$ cat config.mk
export PLATFORM = sky130hd
export DESIGN_NAME = board_writer
export DESIGN_NICKNAME = d
export VERILOG_FILES = /design/src/rtl/board_writer_pkg.sv /design/src/rtl/board_cell.sv /design/src/rtl/board_writer.sv
export SDC_FILE = /design/constraint.sdc
export NUM_CORES = 1
export LEC_CHECK = 0
export BUFFER_PORTS_ARGS = -buffer_cell sky130_fd_sc_hd__buf_2
export CORE_UTILIZATION = 45
export DETAILED_ROUTE_END_ITERATION = 8
export MAX_ROUTING_LAYER = met4
export PLACE_DENSITY = 0.69
export SKIP_CTS_REPAIR_TIMING = 1
export SLEW_MARGIN = 20
export SYNTH_ARGS = -nofsm -noshare
export SYNTH_HDL_FRONTEND = slang
export SYNTH_SLANG_ARGS = --single-unit
$ cat constraint.sdc
create_clock -name clock -period 2.95 [get_ports clock]
set_clock_uncertainty 0.2 [all_clocks]
set_input_delay 0.59 -clock clock [delete_from_list [all_inputs] [get_ports clock]]
set_output_delay 0.59 -clock clock [all_outputs]
set_load 0.1 [all_outputs]
$ cat src/rtl/board_writer_pkg.sv
// Shared definitions for the tic-tac-toe board writer and the board detectors:
// cell codes, FSM state encoding and move limits.
package board_writer_pkg;

  localparam logic [1:0] CELL_EMPTY = 2'b00;
  localparam logic [1:0] CELL_X     = 2'b01;
  localparam logic [1:0] CELL_O     = 2'b10;

  localparam logic [3:0] POS_MIN   = 4'd1;
  localparam logic [3:0] POS_MAX   = 4'd9;
  localparam logic [3:0] MAX_MOVES = 4'd9;

  typedef enum logic [1:0] {
    WAIT = 2'b00,
    EVAL = 2'b01,
    DONE = 2'b10
  } state_t;

  function automatic logic [1:0] other_player(input logic [1:0] p);
    return (p == CELL_X) ? CELL_O : CELL_X;
  endfunction

endpackage

$ cat src/rtl/board_cell.sv
// One 2-bit board cell: synchronous clear has priority over a write.
module board_cell
  import board_writer_pkg::*;
(
  input  logic       clock,
  input  logic       clear,
  input  logic       we,
  input  logic [1:0] d,
  output logic [1:0] q
);

  logic [1:0] q_r;

  // Cell storage register.
  always_ff @(posedge clock) begin
    if (clear) begin
      q_r <= CELL_EMPTY;
    end else if (we) begin
      q_r <= d;
    end
  end

  assign q = q_r;

endmodule

$ cat src/rtl/board_writer.sv
// Owns the 3x3 board: validates handshaked moves, commits them for the
// current player, alternates turns and freezes the board when the game ends.
module board_writer
  import board_writer_pkg::*;
#(
  parameter logic [1:0] FIRST_PLAYER = 2'b01
) (
  input  logic       clock,
  input  logic       reset,
  input  logic       new_game,
  input  logic       move_valid,
  input  logic [3:0] move_pos,
  output logic       move_ready,
  output logic       move_ok,
  output logic       move_illegal,
  input  logic       game_over,
  output logic       game_done,
  output logic [1:0] turn,
  output logic [3:0] move_count,
  output logic [1:0] pos1,
  output logic [1:0] pos2,
  output logic [1:0] pos3,
  output logic [1:0] pos4,
  output logic [1:0] pos5,
  output logic [1:0] pos6,
  output logic [1:0] pos7,
  output logic [1:0] pos8,
  output logic [1:0] pos9
);

  state_t     state_r;
  state_t     next_state_s;
  logic [1:0] turn_r;
  logic [3:0] count_r;
  logic       ok_r;
  logic       illegal_r;

  logic [1:0] cell_q_s [9];
  logic [8:0] we_s;
  logic [1:0] target_s;
  logic       in_range_s;
  logic       legal_s;
  logic       hs_s;
  logic       clear_s;

  // new_game outranks a same-cycle handshake, so it blocks the commit here.
  assign hs_s    = move_valid && (state_r == WAIT) && !new_game;
  assign clear_s = reset || new_game;

  // Legality: position in range and the addressed cell currently empty.
  always_comb begin
    target_s   = CELL_EMPTY;
    in_range_s = (move_pos >= POS_MIN) && (move_pos <= POS_MAX);
    for (int i = 0; i < 9; i++) begin
      target_s = (move_pos == 4'(i + 1)) ? cell_q_s[i] : target_s;
    end
    legal_s = in_range_s && (target_s == CELL_EMPTY);
  end

  for (genvar g = 0; g < 9; g++) begin : g_cell
    assign we_s[g] = hs_s && legal_s && (move_pos == 4'(g + 1));

    board_cell u_cell (
      .clock (clock),
      .clear (clear_s),
      .we    (we_s[g]),
      .d     (turn_r),
      .q     (cell_q_s[g])
    );
  end

  // Next-state decision; new_game always returns to WAIT.
  always_comb begin
    next_state_s = state_r;
    case (state_r)
      WAIT: begin
        if (hs_s) begin
          next_state_s = EVAL;
        end else begin
          next_state_s = WAIT;
        end
      end
      EVAL: begin
        if (game_over || (count_r == MAX_MOVES)) begin
          next_state_s = DONE;
        end else begin
          next_state_s = WAIT;
        end
      end
      DONE:    next_state_s = DONE;
      default: next_state_s = WAIT;
    endcase
    if (new_game) begin
      next_state_s = WAIT;
    end else begin
      next_state_s = next_state_s;
    end
  end

  // State register, turn, move counter and result pulses.
  always_ff @(posedge clock) begin
    if (reset) begin
      state_r   <= WAIT;
      turn_r    <= FIRST_PLAYER;
      count_r   <= 4'd0;
      ok_r      <= 1'b0;
      illegal_r <= 1'b0;
    end else begin
      state_r   <= next_state_s;
      ok_r      <= hs_s && legal_s;
      illegal_r <= hs_s && !legal_s;
      if (new_game) begin
        turn_r  <= FIRST_PLAYER;
        count_r <= 4'd0;
      end else if (hs_s && legal_s) begin
        turn_r <= other_player(turn_r);
        if (count_r != MAX_MOVES) begin
          count_r <= count_r + 4'd1;
        end
      end
    end
  end

  assign move_ready   = (state_r == WAIT);
  assign game_done    = (state_r == DONE);
  assign move_ok      = ok_r;
  assign move_illegal = illegal_r;
  assign turn         = turn_r;
  assign move_count   = count_r;

  assign pos1 = cell_q_s[0];
  assign pos2 = cell_q_s[1];
  assign pos3 = cell_q_s[2];
  assign pos4 = cell_q_s[3];
  assign pos5 = cell_q_s[4];
  assign pos6 = cell_q_s[5];
  assign pos7 = cell_q_s[6];
  assign pos8 = cell_q_s[7];
  assign pos9 = cell_q_s[8];

endmodule
==> impl_metrics.prom, run 1 <==
# TYPE chip_impl_metric gauge
chip_impl_metric{name="post-place-cells",unit=""} 212
chip_impl_metric{name="report.final.slew_viol_count",unit=""} 0
chip_impl_metric{name="routabilityCongestion",unit=""} 0.846
chip_impl_metric{name="area.sequential",unit="um^2"} 561
chip_impl_metric{name="post_route_cells_drive_above_1_share",unit=""} 0.249
chip_impl_metric{name="synthesized_nets",unit=""} 163
chip_impl_metric{name="p_leak",unit="nW"} 0.685
chip_impl_metric{name="grt_pass1_vias",unit=""} 1153
chip_impl_metric{name="cp_data_required_time",unit="ps"} 2980
chip_impl_metric{name="slew_at_the_pin_with_the_worst_max_slew_slack",unit="ps"} 835
chip_impl_metric{name="clock_tree.htree_level_count",unit=""} 1
chip_impl_metric{name="cell_variety_after_synth",unit=""} 40
chip_impl_metric{name="area.growth.synth_to_final",unit="%"} 16.9
chip_impl_metric{name="first_pass_iters",unit=""} 4
chip_impl_metric{name="route.antenna.remaining_nets",unit=""} 0
chip_impl_metric{name="drt_iter0_drc",unit=""} 51
chip_impl_metric{name="grtUsageTotal",unit=""} 0.211
chip_impl_metric{name="diodes",unit=""} 0
chip_impl_metric{name="finalSetupTns",unit="ps"} 0
chip_impl_metric{name="grt_remaining_overflow",unit=""} 0
chip_impl_metric{name="vias_per_cell",unit=""} 5.75
chip_impl_metric{name="slew_headroom",unit=""} 0.436
chip_impl_metric{name="p_int",unit="uW"} 483
chip_impl_metric{name="clock.fmax",unit="GHz"} 0.407
chip_impl_metric{name="postLayoutSetupSlackWorst",unit="ps"} 496
chip_impl_metric{name="nets",unit=""} 197
chip_impl_metric{name="die_height",unit="um"} 56.0
chip_impl_metric{name="route.detailed.wl_per_inst",unit="um"} 14.1
chip_impl_info{name="worstReg2RegStart",value="state_r[1]$_SDFF_PP0_"} 1
chip_impl_metric{name="hpwlAfterDp",unit="um"} 2290
chip_impl_info{name="cts.root.buffer_cell",value="clkbuf_4"} 1
chip_impl_metric{name="route.final.wire_length",unit="um"} 3050
chip_impl_metric{name="synth_area_per_cell",unit="um^2"} 8.62
chip_impl_metric{name="synth-warning-count",unit=""} 0
chip_impl_info{name="path_delay_family",value="compound AO/OA/AOI/OAI gates"} 1
chip_impl_info{name="rsz0062_at_grt",value="no"} 1
chip_impl_info{name="crit_path_cell_trace",value="buf_2 -> or2_2 -> o41ai_1 -> a21oi_1 -> a41oi_1 -> nor2_1"} 1
chip_impl_metric{name="irDropWorstVdd",unit="mV"} 0.362
chip_impl_metric{name="timing.final.crit_share",unit=""} 0.832
chip_impl_metric{name="p_seq_frac",unit=""} 0.579
chip_impl_info{name="tritoncts",value="done"} 1
chip_impl_metric{name="total_switching_power",unit="uW"} 183
chip_impl_metric{name="std_cell_rows",unit=""} 19
chip_impl_metric{name="hold_depth",unit=""} 2
chip_impl_metric{name="setup-violations-final",unit=""} 0
chip_impl_metric{name="dieWidth",unit="um"} 56.0
chip_impl_metric{name="max-cap-violations",unit=""} 0
chip_impl_info{name="min_path_type",value="reg2reg"} 1
chip_impl_metric{name="critical_path.max_stage_delay",unit="ps"} 700
chip_impl_metric{name="ys_seq_area_frac",unit=""} 0.428
chip_impl_metric{name="detail_route.drc_violations",unit=""} 0
chip_impl_info{name="r2r_end",value="g_cell[5].u_cell.q[0]$_SDFFE_PP0P_"} 1
chip_impl_metric{name="grt_start_max_net_pins",unit=""} 17
chip_impl_metric{name="fillers",unit=""} 264
chip_impl_metric{name="port-buffer-count",unit=""} 36
chip_impl_info{name="outcome",value="finished, final reports clean"} 1
chip_impl_metric{name="synth.ff_latch_count",unit=""} 28
chip_impl_metric{name="synthCells",unit=""} 152
chip_impl_metric{name="combinationalPowerShare",unit=""} 0.141
chip_impl_metric{name="area_used_by_multi_input_combinational_logic",unit="um^2"} 689
chip_impl_metric{name="worst_setup_slack_before_clock_tree_synthesis",unit="ps"} 200
chip_impl_info{name="slowest_stage",value="o41ai_1"} 1
chip_impl_metric{name="power_switching_share",unit=""} 0.274
chip_impl_info{name="start_kind",value="primary input"} 1
chip_impl_metric{name="cp.arrival",unit="ps"} 2490
chip_impl_metric{name="tritoncts_num_sinks",unit=""} 28
chip_impl_metric{name="rr_worst_depth",unit=""} 5
chip_impl_metric{name="worst-path-max-fanout",unit=""} 11
chip_impl_metric{name="cts_max_path_buffers",unit=""} 2
chip_impl_info{name="hold-path-endpoint",value="g_cell[0].u_cell.q[0]$_SDFFE_PP0P_"} 1
chip_impl_metric{name="cp_num_buf_inv",unit=""} 1
chip_impl_metric{name="period_minus_slack",unit="ps"} 2450
chip_impl_metric{name="grt_pass1_wl",unit="um"} 5200
chip_impl_metric{name="cellPowerDensity",unit="nW/um^2"} 435
chip_impl_metric{name="worst-r2r-setup-slack",unit="ps"} 620
chip_impl_metric{name="floorplan.initialDensity",unit=""} 0.475
chip_impl_info{name="timing.setup.critical_path_class",value="in2reg"} 1
chip_impl_metric{name="clk_pin_slew_worst_paths",unit="ps"} 150
chip_impl_metric{name="cts_made_buffers",unit=""} 3
chip_impl_metric{name="floorplan.io_pins",unit=""} 37
chip_impl_metric{name="clkLatencyLatePin",unit="ps"} 330
chip_impl_metric{name="hold_violations",unit=""} 0
chip_impl_info{name="hold_path_startpoint",value="g_cell[0].u_cell.q[0]$_SDFFE_PP0P_"} 1
chip_impl_metric{name="core-area",unit="um^2"} 2760
chip_impl_metric{name="die_area",unit="um^2"} 3130
chip_impl_metric{name="number_of_antenna_violations_at_the_first_check_in_global_routing",unit=""} 0
chip_impl_info{name="kind_of_capture_point_of_the_worst_setup_path",value="register"} 1
chip_impl_metric{name="total_power",unit="uW"} 666
chip_impl_metric{name="share_clk_of_total_power",unit=""} 0.281
chip_impl_metric{name="detailroute.via_count",unit=""} 1243
chip_impl_metric{name="instances_no_fill",unit=""} 216
chip_impl_metric{name="synth_area",unit="um^2"} 1310
through the flow:
stage	util	hold slack [ps]	area [um^2]
after global routing	0.555	322	1530
after floorplan	-	362	1310
final	0.555	290	1530
after global placement	0.542	264	1500
after CTS	0.555	291	1530
after detailed placement	0.542	271	1500
cell usage after synthesis (all sizes together):
library cell | instances | area share
clkbuf | 6 | 0.017
o41ai | 1 | 0.0067
or2 | 2 | 0.0095
o21a | 1 | 0.0057
a221o | 2 | 0.015
o31ai | 3 | 0.017
nand3b | 1 | 0.0057
a221oi | 1 | 0.011
or3 | 4 | 0.019
nand2 | 16 | 0.052
a22o | 1 | 0.0067
nor4b | 5 | 0.033
nor2b | 3 | 0.014
or4 | 1 | 0.0057
nor4 | 1 | 0.0048
buf | 2 | 0.014
nand2b | 4 | 0.019
nor3b | 1 | 0.0057
nor2 | 21 | 0.060
nand3 | 2 | 0.0076
nand4 | 2 | 0.0095
dfxtp | 28 | 0.43
o21ai | 6 | 0.023
inv | 5 | 0.014
a211oi | 1 | 0.0057
mux2i | 3 | 0.023
a31oi | 5 | 0.024
and4b | 1 | 0.0076
a21oi | 7 | 0.027
o21bai | 1 | 0.0057
and2 | 1 | 0.0048
nor3 | 3 | 0.011
o311a | 1 | 0.016
a41oi | 4 | 0.027
ha | 2 | 0.019
a21boi | 1 | 0.0057
a22oi | 1 | 0.0057
a21o | 2 | 0.011
cells by family (layout without fill, tap and decap cells):
logic type	after synthesis	count (layout)	share of synthesized area
multiplexers	3	3	0.0229
AND/OR/NAND/NOR	68	68	0.270
flip-flops	28	28	0.428
buffers and inverters	13	46	0.0458
adder cells (fa/ha/maj)	2	2	0.0191
AO/OA/AOI/OAI	38	38	0.214
layout make-up:
class / instances / area share
inverters: 5 / 0.0123
repair buffers: 37 / 0.123
flip-flops and latches: 28 / 0.366
multi-input cells: 111 / 0.450
well taps: 31 / 0.0253
clock buffers: 4 / 0.0237
per-layer routing:
layer  track usage  vias to the layer above  share of wire
li1              -                      615              -
met5             -                        -              0
met3        0.0209                        4          0.039
met4        0.0523                        0          0.011
met1         0.273                      590           0.47
met2         0.356                       34           0.48
placed cells by master (no fill, tap or decap), types with 2 or more instances in the layout:
cell type / netlist / routed
a21oi_1: 7 / 7
o31ai_1: 3 / 3
nor3_1: 3 / 3
a21o_1: 2 / 2
or3_1: 4 / 4
a31oi_1: 5 / 5
nand3_1: 2 / 2
or2_2: 2 / 2
o21ai_0: 6 / 6
ha_1: 2 / 2
a41oi_1: 4 / 4
nor2_1: 21 / 21
nand4_1: 2 / 2
nor2b_1: 3 / 3
nor4b_1: 5 / 5
nand2_1: 15 / 15
inv_1: 5 / 5
clkbuf_4: 0 / 3
buf_2: 0 / 36
a221o_1: 2 / 2
nand2b_1: 4 / 4
dfxtp_1: 28 / 28
mux2i_1: 3 / 3
sequential cells by signal (all words and copies together), names as in the netlist:
name	count
g_cell.u_cell.q	18
turn	2
state_r	2
move_illegal	1
move_count	4
move_ok	1
worst max-delay path by stage:
stage                                                  start                                  to  slack, ps  cells after the start
after floorplan           g_cell[8].u_cell.q[0]$_SDFFE_PP0P_  g_cell[2].u_cell.q[0]$_SDFFE_PP0P_        370                      5
after global routing                   state_r[1]$_SDFF_PP0_  g_cell[3].u_cell.q[0]$_SDFFE_PP0P_        340                      5
after detailed placement                         move_pos[1]  g_cell[1].u_cell.q[0]$_SDFFE_PP0P_        200                      6
after CTS                                        move_pos[1]  g_cell[1].u_cell.q[0]$_SDFFE_PP0P_        570                      6
final                                            move_pos[1]  g_cell[1].u_cell.q[0]$_SDFFE_PP0P_        500                      6
after global placement                           move_pos[1]  g_cell[1].u_cell.q[1]$_SDFFE_PP0P_        320                      6
worst min-delay path, cell delays in order (launching register included):
cell and delay (ps):
dfxtp_1 350, nand2_1 50, o21ai_0 60
power by group through the flow:
stage	clock network [mW]	logic, mW	registers [mW]
6_report	0.187	0.0936	0.385
5_1_grt	0.206	0.101	0.386
4_1_cts	0.191	0.0931	0.385
3_5_place_dp	0	0.0927	0.394
3_3_place_gp	0	0.0914	0.393
2_1_floorplan	0	0.0566	0.410
Note: power is estimated with default switching activity, not from simulation.
==> run 2: changes to the inputs <==
--- a/config.mk
+++ b/config.mk
@@ -5,11 +5,12 @@
 export SDC_FILE = /design/constraint.sdc
 export NUM_CORES = 1
 export LEC_CHECK = 0
+export ABC_AREA = 1
 export BUFFER_PORTS_ARGS = -buffer_cell sky130_fd_sc_hd__buf_2
 export CORE_UTILIZATION = 45
 export DETAILED_ROUTE_END_ITERATION = 8
 export MAX_ROUTING_LAYER = met4
-export PLACE_DENSITY = 0.69
+export PLACE_DENSITY = 0.67
 export SKIP_CTS_REPAIR_TIMING = 1
 export SLEW_MARGIN = 20
 export SYNTH_ARGS = -nofsm -noshare
==> constraint.sdc (replaced) <==
create_clock -name clock -period 2.35 [get_ports clock]
set_clock_uncertainty 0.2 [all_clocks]
set_input_delay 0.47 -clock clock [delete_from_list [all_inputs] [get_ports clock]]
set_output_delay 0.47 -clock clock [all_outputs]
set_load 0.1 [all_outputs]
==> run 2 against run 1 <==
Net effect:
- area after synthesis grew 20%
- largest cell class unchanged
- cell count rose by 58%
- critical path depth shrank 3
- power is 40% higher
- critical endpoint is now game_done
- first-iteration DRC count increased by 12%
==> impl_metrics.prom, run 2 <==
# TYPE chip_impl_metric gauge
chip_impl_metric{name="post-place-cells",unit=""} 338
chip_impl_metric{name="floorplan.io_pins",unit=""} 37
chip_impl_metric{name="placed_cell_area",unit="um^2"} 1830
chip_impl_metric{name="tritoncts_num_sinks",unit=""} 28
chip_impl_metric{name="synth-edff-count",unit=""} 0
chip_impl_metric{name="instances_no_fill",unit=""} 342
chip_impl_metric{name="die_area",unit="um^2"} 3740
chip_impl_info{name="most_common_library_cell_in_the_layout_ignoring_fill_and_taps",value="nor2_1"} 1
chip_impl_metric{name="p_leak",unit="nW"} 1.03
chip_impl_info{name="hold_path_startpoint",value="reset"} 1
chip_impl_metric{name="max-cap-violations",unit=""} 0
chip_impl_info{name="path_delay_family",value="buffers and inverters"} 1
chip_impl_metric{name="setup-violations-final",unit=""} 0
chip_impl_metric{name="dieWidth",unit="um"} 61.1
chip_impl_metric{name="route.antenna.remaining_nets",unit=""} 0
chip_impl_metric{name="clock_tree.htree_level_count",unit=""} 1
chip_impl_metric{name="route.detailed.wl_per_inst",unit="um"} 10.0
chip_impl_metric{name="slew_headroom",unit=""} 0.673
chip_impl_info{name="cts.root.buffer_cell",value="clkbuf_4"} 1
chip_impl_metric{name="vias_per_cell",unit=""} 4.54
chip_impl_metric{name="core-area",unit="um^2"} 3340
chip_impl_metric{name="irDropWorstVdd",unit="mV"} 0.222
chip_impl_metric{name="met1_usage",unit=""} 0.277
chip_impl_metric{name="std_cell_rows",unit=""} 21
chip_impl_metric{name="post_route_cells_drive_above_1_share",unit=""} 0.182
chip_impl_info{name="slowest_stage",value="buf_2"} 1
chip_impl_metric{name="ys_seq_area_frac",unit=""} 0.356
chip_impl_metric{name="grt_pass1_wl",unit="um"} 5780
chip_impl_metric{name="cp_data_required_time",unit="ps"} 1680
chip_impl_metric{name="number_of_antenna_violations_at_the_first_check_in_global_routing",unit=""} 0
chip_impl_metric{name="report.final.slew_viol_count",unit=""} 0
chip_impl_metric{name="grtUsageMet2",unit=""} 0.339
chip_impl_info{name="startpoint",value="state_r[1]$_SDFF_PP0_"} 1
chip_impl_metric{name="routabilityCongestion",unit=""} 0.884
chip_impl_metric{name="nets",unit=""} 308
chip_impl_info{name="timing.setup.critical_path_class",value="reg2out"} 1
chip_impl_metric{name="clkLatencyLatePin",unit="ps"} 330
chip_impl_metric{name="clock.fmax",unit="GHz"} 0.497
chip_impl_metric{name="finish.instance_area",unit="um^2"} 1890
chip_impl_metric{name="synth_area_per_cell",unit="um^2"} 6.14
chip_impl_metric{name="critical_path.max_stage_delay",unit="ps"} 440
chip_impl_metric{name="number_of_flip_flops_in_the_largest_register",unit=""} 18
chip_impl_metric{name="grt_remaining_overflow",unit=""} 0
chip_impl_metric{name="die_height",unit="um"} 61.1
chip_impl_info{name="synth_flop_cell",value="dfxtp_1"} 1
chip_impl_metric{name="grt_start_max_net_pins",unit=""} 23
chip_impl_metric{name="timing.final.crit_share",unit=""} 0.857
chip_impl_metric{name="combinationalPowerShare",unit=""} 0.138
chip_impl_info{name="yosysMostFrequentCell",value="nor2_1"} 1
chip_impl_metric{name="floorplan.initialDensity",unit=""} 0.471
chip_impl_metric{name="synthCells",unit=""} 256
chip_impl_metric{name="grt_pass1_vias",unit=""} 1361
chip_impl_metric{name="synth_area",unit="um^2"} 1570
chip_impl_metric{name="hold_violations",unit=""} 0
chip_impl_metric{name="groute.layer.met3.usage",unit=""} 0.0273
chip_impl_metric{name="cellPowerDensity",unit="nW/um^2"} 494
chip_impl_metric{name="port-buffer-count",unit=""} 36
chip_impl_info{name="start_kind",value="register"} 1
chip_impl_metric{name="diodes",unit=""} 0
chip_impl_metric{name="clk_pin_slew_worst_paths",unit="ps"} 160
chip_impl_info{name="min_path_type",value="in2reg"} 1
chip_impl_info{name="synth_common_cells",value="nor2_1, inv_1, nand2_1"} 1
chip_impl_metric{name="finalSetupTns",unit="ps"} 0
chip_impl_metric{name="power_switching_share",unit=""} 0.266
chip_impl_metric{name="slew_at_the_pin_with_the_worst_max_slew_slack",unit="ps"} 493
chip_impl_info{name="rsz0062_at_grt",value="no"} 1
chip_impl_metric{name="hpwlAfterDp",unit="um"} 2570
chip_impl_info{name="kind_of_capture_point_of_the_worst_setup_path",value="primary output"} 1
chip_impl_metric{name="total_switching_power",unit="uW"} 248
chip_impl_info{name="ys_top_cells_by_area",value="dfxtp_1, nor2_1, inv_1"} 1
chip_impl_metric{name="cell_variety_after_synth",unit=""} 21
chip_impl_metric{name="area.growth.synth_to_final",unit="%"} 20.0
chip_impl_info{name="crit_path_cell_trace",value="inv_1 -> nor2_1 -> buf_2"} 1
chip_impl_metric{name="detail_route.drc_violations",unit=""} 0
chip_impl_metric{name="layout.core_utilization",unit=""} 0.565
chip_impl_metric{name="grtUsageTotal",unit=""} 0.210
chip_impl_metric{name="worst-path-max-fanout",unit=""} 2
chip_impl_metric{name="drt_iter0_drc",unit=""} 57
chip_impl_metric{name="p_seq_frac",unit=""} 0.518
chip_impl_metric{name="route.final.wire_length",unit="um"} 3430
chip_impl_metric{name="cts_max_path_buffers",unit=""} 2
chip_impl_metric{name="total_power",unit="uW"} 932
chip_impl_info{name="grt_busiest_layer",value="met2"} 1
chip_impl_metric{name="synthesized_nets",unit=""} 267
chip_impl_info{name="netlist.top_cell.by_area",value="dfxtp_1"} 1
chip_impl_info{name="mostFrequentLayoutCells",value="nor2_1, inv_1, nand2_1, buf_2, dfxtp_1"} 1
chip_impl_metric{name="first_pass_iters",unit=""} 4
chip_impl_metric{name="cp_num_buf_inv",unit=""} 2
chip_impl_metric{name="share_clk_of_total_power",unit=""} 0.343
chip_impl_info{name="worstReg2RegStart",value="g_cell[0].u_cell.q[0]$_SDFFE_PP0P_"} 1
chip_impl_metric{name="period_minus_slack",unit="ps"} 2010
chip_impl_metric{name="synth-warning-count",unit=""} 0
chip_impl_metric{name="synth.ff_latch_count",unit=""} 28
chip_impl_metric{name="postSynth.asyncResetShare",unit=""} 0
chip_impl_metric{name="cts_made_buffers",unit=""} 3
chip_impl_metric{name="cp.arrival",unit="ps"} 1340
chip_impl_metric{name="worst-r2r-setup-slack",unit="ps"} 590
chip_impl_info{name="outcome",value="finished, final reports clean"} 1
chip_impl_metric{name="detailroute.via_count",unit=""} 1552
chip_impl_metric{name="synth_top_area_share",unit=""} 0.356
chip_impl_info{name="tritoncts",value="done"} 1
chip_impl_metric{name="p_int",unit="uW"} 685
## run 2: cell count changes after synthesis, moves of 10 or more
| cell | before | now |
|---|---|---|
| nand4_1 | 2 | 14 |
| nand3_1 | 2 | 12 |
| nor2_1 | 21 | 55 |
| nand2_1 | 15 | 53 |
| inv_1 | 5 | 53 |
## run 2: path summary, 6_finish.rpt
kind,end,cells after the start
setup / recovery,game_done,3
hold / removal,move_ok$_SDFF_PP0_,2
setup reg to reg,g_cell[1].u_cell.q[0]$_SDFFE_PP0P_,10
hold reg to reg,move_count[3]$_SDFFE_PP0P_,2
## run 2: stage by stage
stage	worst slack, ps	hold slack [ps]
final	336	106
after global routing	172	85.0
after CTS	321	94.4
after detailed placement	135	276
after global placement	150	273
after floorplan	-17.9	303
## run 2: layout make-up
cell class	count	area, um^2
timing repair buffer	42	225
tap	46	57.6
clock inverter	1	30.0
fill	366	1450
clock buffer	3	22.5
inverter	53	199
sequential	28	561
multi-input combinational	169	792
## run 2: logic make-up (layout without fill, tap and decap cells)
logic type | Yosys count | after routing | share of synthesized area
AND/OR/NAND/NOR | 146 | 146 | 0.408
buffers and inverters | 59 | 99 | 0.145
flip-flops | 28 | 28 | 0.356
AO/OA/AOI/OAI | 19 | 19 | 0.0636
adder cells (fa/ha/maj) | 2 | 2 | 0.0159
XOR/XNOR | 2 | 2 | 0.0111
## run 2: power groups by stage
stage          Combinational, mW  Sequential [mW]  Clock (mW)
2_1_floorplan             0.0712            0.518           0
6_report                   0.129            0.483       0.320
3_5_place_dp               0.128            0.493           0
3_3_place_gp               0.129            0.493           0
5_1_grt                    0.143            0.484       0.352
4_1_cts                    0.129            0.483       0.332
## run 2: layer usage
metal  wire length, um  vias to the layer above
li1                  -                      863
met1              1850                      663
met2              1480                       22
met3                76                        4
met4                31                        0
met5                 0                        -
